==> src/rtl/vend_pkg.sv <==
// Shared types and coin helpers for the vending transaction controller.
// Exports coin codes and values, the controller state enum and coin_value().
package vend_pkg;

    localparam logic [1:0] COIN_NONE = 2'b00;
    localparam logic [1:0] COIN_5    = 2'b10;
    localparam logic [1:0] COIN_10   = 2'b11;

    localparam int unsigned COIN_5_VAL  = 5;
    localparam int unsigned COIN_10_VAL = 10;

    typedef enum logic [1:0] {
        S_IDLE,
        S_COLLECT,
        S_DISPENSE,
        S_CHANGE
    } state_e;

    // Invalid code 01 and COIN_NONE both carry no value.
    function automatic logic [3:0] coin_value(input logic [1:0] code);
        case (code)
            COIN_5:  return 4'(COIN_5_VAL);
            COIN_10: return 4'(COIN_10_VAL);
            default: return 4'd0;
        endcase
    endfunction

endpackage

==> src/rtl/vend_txn_controller_if.sv <==
// Front-end / actuator bundle of the vending transaction controller.
// master: keypad, coin acceptor and actuators; slave: the controller.
interface vend_txn_controller_if #(
    parameter int CREDIT_W = 6
);
    logic [1:0]          coin;
    logic                sel_valid;
    logic                sel_id;
    logic                cancel;
    logic                disp_req;
    logic                disp_id;
    logic                disp_ack;
    logic                chg_req;
    logic                chg_ack;
    logic [CREDIT_W-1:0] credit;
    logic                busy;
    logic                coin_reject;
    logic                sel_denied;

    modport master (
        output coin, sel_valid, sel_id, cancel, disp_ack, chg_ack,
        input  disp_req, disp_id, chg_req, credit, busy,
        input  coin_reject, sel_denied
    );

    modport slave (
        input  coin, sel_valid, sel_id, cancel, disp_ack, chg_ack,
        output disp_req, disp_id, chg_req, credit, busy,
        output coin_reject, sel_denied
    );
endinterface

==> src/rtl/vend_timeout_timer.sv <==
// Idle timer for the COLLECT state; saturates at TIMEOUT.
// Ports: clk, rst, clr_i (clear), en_i (count), expired_o (count hits TIMEOUT this edge).
module vend_timeout_timer #(
    parameter int unsigned TIMEOUT = 255
) (
    input  logic clk,
    input  logic rst,
    input  logic clr_i,
    input  logic en_i,
    output logic expired_o
);
    localparam int unsigned W = $clog2(TIMEOUT + 1);

    logic [W-1:0] cnt_q, cnt_d;

    always_comb begin
        cnt_d = cnt_q;
        if (clr_i)
            cnt_d = '0;
        else if (en_i && cnt_q != W'(TIMEOUT))
            cnt_d = cnt_q + 1'b1;
    end

    // Flags the edge on which the count reaches TIMEOUT, so the owner
    // leaves after exactly TIMEOUT uncleared enabled cycles.
    assign expired_o = en_i && (cnt_d == W'(TIMEOUT));

    always_ff @(posedge clk or posedge rst) begin
        if (rst)
            cnt_q <= '0;
        else
            cnt_q <= cnt_d;
    end

endmodule

==> src/rtl/vend_txn_controller.sv <==
// Vending transaction sequencer: credit, selection, dispense and change.
// Ports: clk, rst (async high), txn (slave side of vend_txn_controller_if).
module vend_txn_controller
    import vend_pkg::*;
#(
    parameter int unsigned PRICE_0    = 15,
    parameter int unsigned PRICE_1    = 25,
    parameter int          CREDIT_W   = 6,
    parameter int unsigned MAX_CREDIT = 40,
    parameter int unsigned TIMEOUT    = 255
) (
    input  logic                  clk,
    input  logic                  rst,
    vend_txn_controller_if.slave  txn
);
    localparam int CW1 = CREDIT_W + 1;

    state_e              state_q, state_d;
    logic [CREDIT_W-1:0] credit_q, credit_d;
    logic                disp_id_q, disp_id_d;
    logic                disp_req_q, chg_req_q, busy_q;
    logic                coin_reject_q, coin_reject_d;
    logic                sel_denied_q, sel_denied_d;

    logic [CW1-1:0] cval, cur, sum, price;
    logic           coin_vld, sale_ok, fits, coin_acc;
    logic           tmr_clr, tmr_en, tmr_exp;

    // Arithmetic one bit wider than credit so overflow is visible.
    assign cval     = CW1'(coin_value(txn.coin));
    assign coin_vld = (cval != '0);
    assign cur      = {1'b0, credit_q};
    assign sum      = cur + cval;
    assign price    = txn.sel_id ? CW1'(PRICE_1) : CW1'(PRICE_0);
    assign sale_ok  = txn.sel_valid && (cur >= price);
    assign fits     = (sum <= CW1'(MAX_CREDIT));

    assign coin_acc = coin_vld &&
        ((state_q == S_IDLE) ||
         (state_q == S_COLLECT && !txn.cancel && !sale_ok && fits));

    assign tmr_en  = (state_q == S_COLLECT);
    assign tmr_clr = coin_acc || (state_q != S_COLLECT);

    vend_timeout_timer #(.TIMEOUT(TIMEOUT)) u_tmr (
        .clk       (clk),
        .rst       (rst),
        .clr_i     (tmr_clr),
        .en_i      (tmr_en),
        .expired_o (tmr_exp)
    );

    always_comb begin
        state_d       = state_q;
        credit_d      = credit_q;
        disp_id_d     = disp_id_q;
        coin_reject_d = 1'b0;
        sel_denied_d  = 1'b0;
        unique case (state_q)
            S_IDLE: begin
                sel_denied_d = txn.sel_valid;
                if (coin_vld) begin
                    credit_d = cval[CREDIT_W-1:0];
                    state_d  = S_COLLECT;
                end
            end
            S_COLLECT: begin
                if (txn.cancel) begin
                    coin_reject_d = coin_vld;
                    state_d       = S_CHANGE;
                end else if (sale_ok) begin
                    credit_d      = CREDIT_W'(cur - price);
                    disp_id_d     = txn.sel_id;
                    coin_reject_d = coin_vld;
                    state_d       = S_DISPENSE;
                end else begin
                    sel_denied_d  = txn.sel_valid;
                    coin_reject_d = coin_vld && !fits;
                    if (coin_acc)
                        credit_d = sum[CREDIT_W-1:0];
                    if (tmr_exp)
                        state_d = S_CHANGE;
                end
            end
            S_DISPENSE: begin
                coin_reject_d = coin_vld;
                if (txn.disp_ack && disp_req_q)
                    state_d = (credit_q != '0) ? S_CHANGE : S_IDLE;
            end
            S_CHANGE: begin
                coin_reject_d = coin_vld;
                if (credit_q == '0) begin
                    state_d = S_IDLE;
                end else if (txn.chg_ack && chg_req_q) begin
                    credit_d = CREDIT_W'(cur - CW1'(COIN_5_VAL));
                    if (cur == CW1'(COIN_5_VAL))
                        state_d = S_IDLE;
                end
            end
            default: state_d = S_IDLE;
        endcase
    end

    // Request outputs follow the next state so they rise on state entry
    // and chg_req falls on the same edge credit reaches zero.
    always_ff @(posedge clk or posedge rst) begin
        if (rst) begin
            state_q       <= S_IDLE;
            credit_q      <= '0;
            disp_id_q     <= 1'b0;
            disp_req_q    <= 1'b0;
            chg_req_q     <= 1'b0;
            busy_q        <= 1'b0;
            coin_reject_q <= 1'b0;
            sel_denied_q  <= 1'b0;
        end else begin
            state_q       <= state_d;
            credit_q      <= credit_d;
            disp_id_q     <= disp_id_d;
            disp_req_q    <= (state_d == S_DISPENSE);
            chg_req_q     <= (state_d == S_CHANGE) && (credit_d != '0);
            busy_q        <= (state_d == S_DISPENSE) || (state_d == S_CHANGE);
            coin_reject_q <= coin_reject_d;
            sel_denied_q  <= sel_denied_d;
        end
    end

    assign txn.credit      = credit_q;
    assign txn.disp_req    = disp_req_q;
    assign txn.disp_id     = disp_id_q;
    assign txn.chg_req     = chg_req_q;
    assign txn.busy        = busy_q;
    assign txn.coin_reject = coin_reject_q;
    assign txn.sel_denied  = sel_denied_q;

endmodule
==> src/flat_wrapper.sv <==
// flat-port wrapper written by rule: the top's interface ports become plain ports
module vend_txn_controller_flat import vend_pkg::*;
#(
    parameter int unsigned PRICE_0    = 15,
    parameter int unsigned PRICE_1    = 25,
    parameter int          CREDIT_W   = 6,
    parameter int unsigned MAX_CREDIT = 40,
    parameter int unsigned TIMEOUT    = 255
)
  (clk, rst, txn_coin, txn_sel_valid, txn_sel_id, txn_cancel, txn_disp_ack, txn_chg_ack, txn_disp_req, txn_disp_id, txn_chg_req, txn_credit, txn_busy, txn_coin_reject, txn_sel_denied);
  vend_txn_controller_if #(.CREDIT_W(CREDIT_W)) txn_i ();
  input  logic clk;
  input  logic rst;
  input wire logic [$bits(txn_i.coin)-1:0] txn_coin;
  input wire logic [$bits(txn_i.sel_valid)-1:0] txn_sel_valid;
  input wire logic [$bits(txn_i.sel_id)-1:0] txn_sel_id;
  input wire logic [$bits(txn_i.cancel)-1:0] txn_cancel;
  input wire logic [$bits(txn_i.disp_ack)-1:0] txn_disp_ack;
  input wire logic [$bits(txn_i.chg_ack)-1:0] txn_chg_ack;
  output wire logic [$bits(txn_i.disp_req)-1:0] txn_disp_req;
  output wire logic [$bits(txn_i.disp_id)-1:0] txn_disp_id;
  output wire logic [$bits(txn_i.chg_req)-1:0] txn_chg_req;
  output wire logic [$bits(txn_i.credit)-1:0] txn_credit;
  output wire logic [$bits(txn_i.busy)-1:0] txn_busy;
  output wire logic [$bits(txn_i.coin_reject)-1:0] txn_coin_reject;
  output wire logic [$bits(txn_i.sel_denied)-1:0] txn_sel_denied;
  assign txn_i.coin = txn_coin;
  assign txn_i.sel_valid = txn_sel_valid;
  assign txn_i.sel_id = txn_sel_id;
  assign txn_i.cancel = txn_cancel;
  assign txn_i.disp_ack = txn_disp_ack;
  assign txn_i.chg_ack = txn_chg_ack;
  assign txn_disp_req = txn_i.disp_req;
  assign txn_disp_id = txn_i.disp_id;
  assign txn_chg_req = txn_i.chg_req;
  assign txn_credit = txn_i.credit;
  assign txn_busy = txn_i.busy;
  assign txn_coin_reject = txn_i.coin_reject;
  assign txn_sel_denied = txn_i.sel_denied;
  vend_txn_controller #(.PRICE_0(PRICE_0), .PRICE_1(PRICE_1), .CREDIT_W(CREDIT_W), .MAX_CREDIT(MAX_CREDIT), .TIMEOUT(TIMEOUT)) u_core (.clk(clk), .rst(rst), .txn(txn_i));
endmodule
==> config.mk <==
export PLATFORM = sky130hd
export DESIGN_NAME = vend_txn_controller_flat
export DESIGN_NICKNAME = d
export VERILOG_FILES = /design/src/rtl/vend_pkg.sv /design/src/rtl/vend_txn_controller_if.sv /design/src/rtl/vend_timeout_timer.sv /design/src/rtl/vend_txn_controller.sv /design/src/flat_wrapper.sv
export SDC_FILE = /design/constraint.sdc
export NUM_CORES = 1
export LEC_CHECK = 0
export ABC_AREA = 1
export BUFFER_PORTS_ARGS = -buffer_cell sky130_fd_sc_hd__buf_2
export CORE_MARGIN = 1
export CORE_UTILIZATION = 45
export CTS_CLUSTER_DIAMETER = 120
export DETAILED_ROUTE_END_ITERATION = 10
export HOLD_SLACK_MARGIN = 0.15
export PLACE_DENSITY = 0.76
export SLEW_MARGIN = 20
export SYNTH_ARGS = -nofsm -noshare
export SYNTH_HDL_FRONTEND = slang
export SYNTH_SLANG_ARGS = --single-unit
export TNS_END_PERCENT = 5
==> constraint.sdc <==
create_clock -name clk -period 3.4 [get_ports clk]
set_clock_uncertainty 0.2 [all_clocks]
set_input_delay 0.17 -clock clk [delete_from_list [all_inputs] [get_ports clk]]
set_output_delay 0.17 -clock clk [all_outputs]
set_load 0.01 [all_outputs]
# Yosys cells after proc, flatten, opt, wreduce, memory -nomap -nowiden
# Index checks and enable logic that the tools add are counted.
dict set report op_classes {
  order_cmp 2
  bitwise_logic 1
  mux 27
  n_shift 0
  add_sub_neg 4
  n_reduce_logical 24
  div 0
  n_eq_ne 11
  multipliers 0
}
# cell count
set op_table {}
lappend op_table {{6-bit 2-to-1 mux} 6}
lappend op_table {{2-bit 2-to-1 mux} 9}
lappend op_table {{6-bit one-hot mux with 3 select lines} 1}
lappend op_table {{8-bit 2-to-1 mux} 2}
lappend op_table {{2-bit == test, second input constant} 6}
lappend op_table {{6-bit nonzero test} 2}
lappend op_table {{1-bit logical AND} 11}
lappend op_table {{8-bit by 1-bit adder with 8-bit output, second input constant} 1}
lappend op_table {{8-bit == test, second input constant} 1}
lappend op_table {{8-bit inequality test, second input constant} 1}
lappend op_table {{2-bit one-hot mux with 4 select lines} 1}
lappend op_table {{4-bit one-hot mux with 2 select lines} 1}
lappend op_table {{6-bit by 4-bit adder with 7-bit output} 1}
lappend op_table {{6-bit by 7-bit greater-or-equal comparator with 1-bit output} 1}
lappend op_table {{7-bit by 6-bit less-or-equal comparator with 1-bit output, second input constant} 1}
lappend op_table {{7-bit nonzero test} 1}
lappend op_table {{6-bit by 3-bit == test with 1-bit output, second input constant} 1}
lappend op_table {{6-bit logical NOT} 1}
lappend op_table {{6-bit by 3-bit subtractor with 6-bit output, second input constant} 1}
lappend op_table {{6-bit subtractor} 1}
lappend op_table {{5-bit 2-to-1 mux} 1}
lappend op_table {{1-bit 2-to-1 mux} 4}
lappend op_table {{1-bit one-hot mux with 2 select lines} 2}
lappend op_table {{1-bit logical NOT} 3}
lappend op_table {{other kinds (7)} 9}
dict set report totals {
  input_bits 9
  output_inout_bits 12
  word_cells 78
  rom_bits 0
  n_memories 0
  ram_bits 0
  regBits 22
  latchBits 0
}

# Longest topological paths before layout
dict set report logic_depth {
  word_depth 18
  ltp_mapped 27
  depth_no_buf 26
}

# Cells and area by module
# From an unflattened synthesis, not the netlist that was laid out.
dict set report hier_totals {
  cells_unflattened 327
  area_unflattened_um2 2165.8
}
# module seq_area_each_um2 cells_each n_inst area_per_inst_um2
set by_module_without_submodules {}
lappend by_module_without_submodules {vend_txn_controller 350.3 248 1 1555.2}
lappend by_module_without_submodules {vend_timeout_timer 200.2 79 1 610.6}

# Worst setup path before layout
# No wires, ideal clock.
dict set report synth_path {
  kind {flip-flop to flip-flop}
  start {register u_core.credit_q[1] (netlist: u_core.txn.credit[1])}
  end {register u_core.chg_req_q (netlist: u_core.txn.chg_req)}
  setup_time_ns 0.115
  arrival_ns 2.360
  n_path_buf 0
  path_slack_ns 0.725
  synth_period_minus_slack_ns 2.675
  required_time_ns 3.085
  stages_incl_launch_ff 21
  cell_sequence {dfrtp_1 > ha_1 > ha_1 > nand2_1 > nand4_1 > nand3_1 > nand2_1 > nand2_1 > inv_1 > nor2_1 > nand3_4 > nand2_2 > nand3_1 > nand2_1 > nand2_1 > nand3_1 > nand2_1 > o21ai_1 > nand2_1 > nor2_1 > nor2_1}
}
dict set report synth_via {
  elab_chain_len 17
  elab_cells_between_ends 37
  classes_between {3 x add/sub; 2 x order compare; 3 x eq/ne; 17 x mux; 12 x reduce/logical}
}
# element line_no
set synth_lines {}
lappend synth_lines {{from (decl)} vend_txn_controller.sv:19} ;# logic [CREDIT_W-1:0] credit_q, credit_d;
lappend synth_lines {{from (signal assigned)} vend_txn_controller.sv:118} ;# credit_q <= credit_d;
lappend synth_lines {{branches (longest 16 deep; another with 6-bit by 4-bit adder with 7-bit output)} -}
lappend synth_lines {{1-bit logical AND (*)} vend_txn_controller.sv:121} ;# chg_req_q <= (state_d == S_CHANGE) && (credit_d != '0);
lappend synth_lines {{to (signal assigned)} vend_txn_controller.sv:121}
lappend synth_lines {{to (decl)} vend_txn_controller.sv:21} ;# logic disp_req_q, chg_req_q, busy_q;
# Mark *: on every way between the ends.
# A chain may end at the register's enable or synchronous reset.

# Final worst setup path
dict set report layout_path {
  start {input port txn_sel_id}
  end {register u_core.chg_req_q (netlist: u_core.txn.chg_req)}
}
dict set report layout_via {
  elab_chain_len 18
  elab_cells_between_ends 24
  classes_between {1 x add/sub; 1 x order compare; 2 x eq/ne; 10 x mux; 10 x reduce/logical}
}
# element line_no
set layout_lines {}
lappend layout_lines {{from (decl)} flat_wrapper.sv:16} ;# input wire logic [$bits(txn_i.sel_id)-1:0] txn_sel_id;
lappend layout_lines {{5-bit 2-to-1 mux (*)} vend_txn_controller.sv:34} ;# assign price = txn.sel_id ? CW1'(PRICE_1) : CW1'(PRICE_0);
lappend layout_lines {{6-bit by 7-bit greater-or-equal comparator with 1-bit output} vend_txn_controller.sv:35} ;# assign sale_ok = txn.sel_valid && (cur >= price);
lappend layout_lines {{1-bit logical AND} vend_txn_controller.sv:35}
lappend layout_lines {{1-bit logical NOT} vend_txn_controller.sv:40} ;# (state_q == S_COLLECT && !txn.cancel && !sale_ok && fits));
lappend layout_lines {{1-bit logical AND (2 in a row)} vend_txn_controller.sv:40}
lappend layout_lines {{1-bit logical OR} vend_txn_controller.sv:39} ;# ((state_q == S_IDLE) ||
lappend layout_lines {{1-bit logical AND} vend_txn_controller.sv:38} ;# assign coin_acc = coin_vld &&
lappend layout_lines {{1-bit logical OR} vend_txn_controller.sv:43} ;# assign tmr_clr = coin_acc || (state_q != S_COLLECT);
lappend layout_lines {{8-bit 2-to-1 mux} vend_timeout_timer.sv:18} ;# if (clr_i)
lappend layout_lines {{8-bit == test} vend_timeout_timer.sv:26} ;# assign expired_o = en_i && (cnt_d == W'(TIMEOUT));
lappend layout_lines {{1-bit logical AND} vend_timeout_timer.sv:26}
lappend layout_lines {{2-bit 2-to-1 mux} vend_txn_controller.sv:81} ;# if (tmr_exp)
lappend layout_lines {{2-bit 2-to-1 mux} vend_txn_controller.sv:71} ;# end else if (sale_ok) begin
lappend layout_lines {{2-bit 2-to-1 mux} vend_txn_controller.sv:68} ;# if (txn.cancel) begin
lappend layout_lines {{2-bit one-hot mux with 4 select lines} vend_txn_controller.sv:59} ;# unique case (state_q)
lappend layout_lines {{2-bit == test} vend_txn_controller.sv:121}
lappend layout_lines {{1-bit logical AND (*)} vend_txn_controller.sv:121}
# Mark *: on every way between the ends. The rest lies on a longest branch, timed or not.

==> impl_metrics.ini <==
[synthesis]
ys_ff_latch = 22
synth_seq_area_share = 0.2659
avgSynthCellArea_sq_um = 6.451
synth_area_leaders = dfrtp_1 27%, nand2_1 17%, nand3_1 9.2%
synth_nets = 339
syn_area_sq_um = 2071
ys_types = 35
ys.flop_type = dfrtp_1
synth-edff-count = 0
yosys_warnings = 0
synth_common_cells = 94 x nand2_1, 45 x inv_1, 38 x nand3_1, 27 x nor2_1, 22 x dfrtp_1
synthCells = 321
synth_top_area_cell = dfrtp_1
synth_top_area_frac = 0.2659
synth.most_common_cell = nand2_1
async_flop_share = 1.000

[worst_setup_path]
crit_required_ns = 3.36
crit_fanout = 7
path_class = in -> reg
arrival_ns = 3.06
startpoint_type = primary input
r2r_end = u_core.txn.chg_req
endpoint_kind = flop
rr_worst_depth = 20
timing.rr.start = u_core.txn.credit[1]
regToRegSetupSlack_ns = 0.35

[route]
drtIter0Drc = 180
drc = 0
antenna_left = 0
first_pass_iters = 4
wire_per_inst_um = 13.02
via_per_inst = 5.375
vias = 2134
totalWireLength_um = 5170

[pwr]
power_density_nw_per_um2 = 867.7
leakage_nw = 1.260
p_sw_frac = 0.5246
internal_power_uw = 964.7
max-vdd-ir-drop_uv = 515.2
seqPwrFrac = 0.238
power.switching_mw = 1.064
p_comb_frac = 0.641
pwr-share-clk = 0.121

[cts]
clockBufferDepth = 2
post_cts_buffers = 0
htreeDepth = 1
cts-root-buf = clkbuf_8
clk_pin_slew_ns = 0.09
cts-buffers-inserted = 3
cts_tree = done
clk_latency_ns = 0.27
cts_sinks = 22

[sta]
finalHoldViolCount = 0
rsz0062_at_grt = false
setup-tns-final_ns = 0
fin_ws_ns = 0.2989
tightestPinTransition_ns = 0.8395
relSlewSlack = 0.4397
finalSetupViolCount = 0
final.min_clock_period_ns = 3.101
fin_crit_sh = 0.9121
max_freq_mhz = 322.5
hold-worst-slack_ns = 0.2136
maxSlewViolCount = 0

[floorplanning]
core_sq_um = 4384
start_util = 0.4723
die_x_um = 69.84
die_area_sq_um = 4877
rows = 24
die_y_um = 69.84
boundaryPins = 21

[final_layout]
final_nets = 364
syn2layout_area_growth_pct = 12.93
diodes = 0
drive_gt1_frac = 0.1362

[flow_run]
drv_cap = 0

[place]
hpwl_um = 4022
gp_congestion = 0.9830
pre_cts_slack_ns = 0.3314
portBuffers = 20

[worst_hold_path]
hold_path.startpoint = txn_coin[1]
hold_depth = 5
hold_end = u_core.txn.coin_reject
hp-class = in -> reg

[grt]
grt_overflow = 0
grt_pass1_vias = 2002
grt_start_max_net_pins = 23
grt_usage = 0.2250
antenna_found_initial = 0
grt_pass1_wl_um = 9052

[outcome]
status = finished clean
==> routing by layer <==
layer	part of all wire	global-route usage
met3	0.072	0.04070
met4	0.016	0.04667
met1	0.48	0.3251
met5	0	0
met2	0.43	0.3504
==> worst max path at each step <==
stage / cells after the start / slack (ns) / endpoint / startpoint
final: 22 / 0.30 / u_core.txn.chg_req / txn_sel_id
after global routing: 22 / 0.04 / u_core.txn.chg_req / txn_sel_id
after CTS: 20 / 0.28 / u_core.txn.chg_req / u_core.txn.credit[1]
after detailed placement: 20 / 0.33 / u_core.txn.chg_req / u_core.txn.credit[1]
after global placement: 20 / 0.31 / u_core.txn.chg_req / u_core.txn.credit[1]
after floorplan: 20 / 0.72 / u_core.txn.chg_req / u_core.txn.credit[1]
==> per-stage QoR <==
stage	instances	cell area (sq um)	util	power (mW)
4_1_cts	397	2335	0.5325	2.019
6_report	397	2338	0.5334	2.029
3_5_place_dp	388	2213	0.5049	1.764
3_3_place_gp	388	2213	0.5049	1.744
2_1_floorplan	321	2071	-	1.439
5_1_grt	397	2338	0.5334	2.247
==> power groups by stage <==
stage | logic, mW | registers [mW] | clock network [mW]
after floorplan | 0.983 | 0.456 | 0
after global placement | 1.26 | 0.480 | 0
after detailed placement | 1.28 | 0.482 | 0
after CTS | 1.29 | 0.475 | 0.250
after global routing | 1.49 | 0.493 | 0.261
final | 1.30 | 0.482 | 0.246
==> final cells by class <==
class | count | area (sq um)
Clock buffer | 3 | 41.29
Timing Repair Buffer | 27 | 165.2
Sequential cell | 22 | 551.8
Clock inverter | 1 | 30.03
Multi-Input combinational cell | 241 | 1294
Inverter | 51 | 191.4
Tap cell | 52 | 65.06
Fill cell | 414 | 2046
==> cells in the final DEF (no fill, tap or decap), types with 5 or more instances in the layout <==
cell and instances:
buf_2 20, o21ai_0 11, nor2_1 26, inv_2 5
inv_1 45, nand4_1 9, nand2_1 94, ha_1 8
a21oi_1 8, dlygate4sd3_1 5, dfrtp_1 21, nand3_1 38
xor2_1 10, nand2_2 7
==> kinds of logic after synthesis <==
group | after synthesis | share of synthesized area
flops | 22 | 0.2659
simple gates | 185 | 0.4054
xor+xnor | 13 | 0.05499
buf+inv | 58 | 0.1106
compound gates | 34 | 0.1051
fa+ha+maj | 9 | 0.05801
==> critical path, cell delays in order <==
cell and delay, ns:
dlygate4sd3_1 0.53, buf_2 0.15, ha_1 0.29, ha_1 0.18, nand2_1 0.06, nand4_1 0.10, nand3_1 0.10, nand2_1 0.06
nand2_1 0.15, inv_1 0.13, nor2_2 0.15, nand3_4 0.14, nand2_2 0.14, nand3_1 0.13, nand2_1 0.09, nand2_1 0.05
nand3_1 0.06, nand2_1 0.05, o21ai_1 0.10, nand2_1 0.07, nor2_1 0.09, nor2_1 0.05
==> repair_timing <==
action,4_1_cts,5_1_grt
endpoints found under the setup margin,0,1
hold endpoints to repair,27,0
gates resized for setup,0,2
hold buffers,5,0
==> flip-flops by register name (all words and copies together) (netlist names) <==
signal                  cells
u_core.txn.coin_reject      1
u_core.txn.chg_req          1
u_core.txn.disp_req         1
u_core.u_tmr.cnt_q          8
u_core.state_q              2
u_core.txn.sel_denied       1
u_core.txn.credit           6
u_core.txn.busy             1
u_core.txn.disp_id          1
Note: power is estimated with default switching activity, not from simulation.
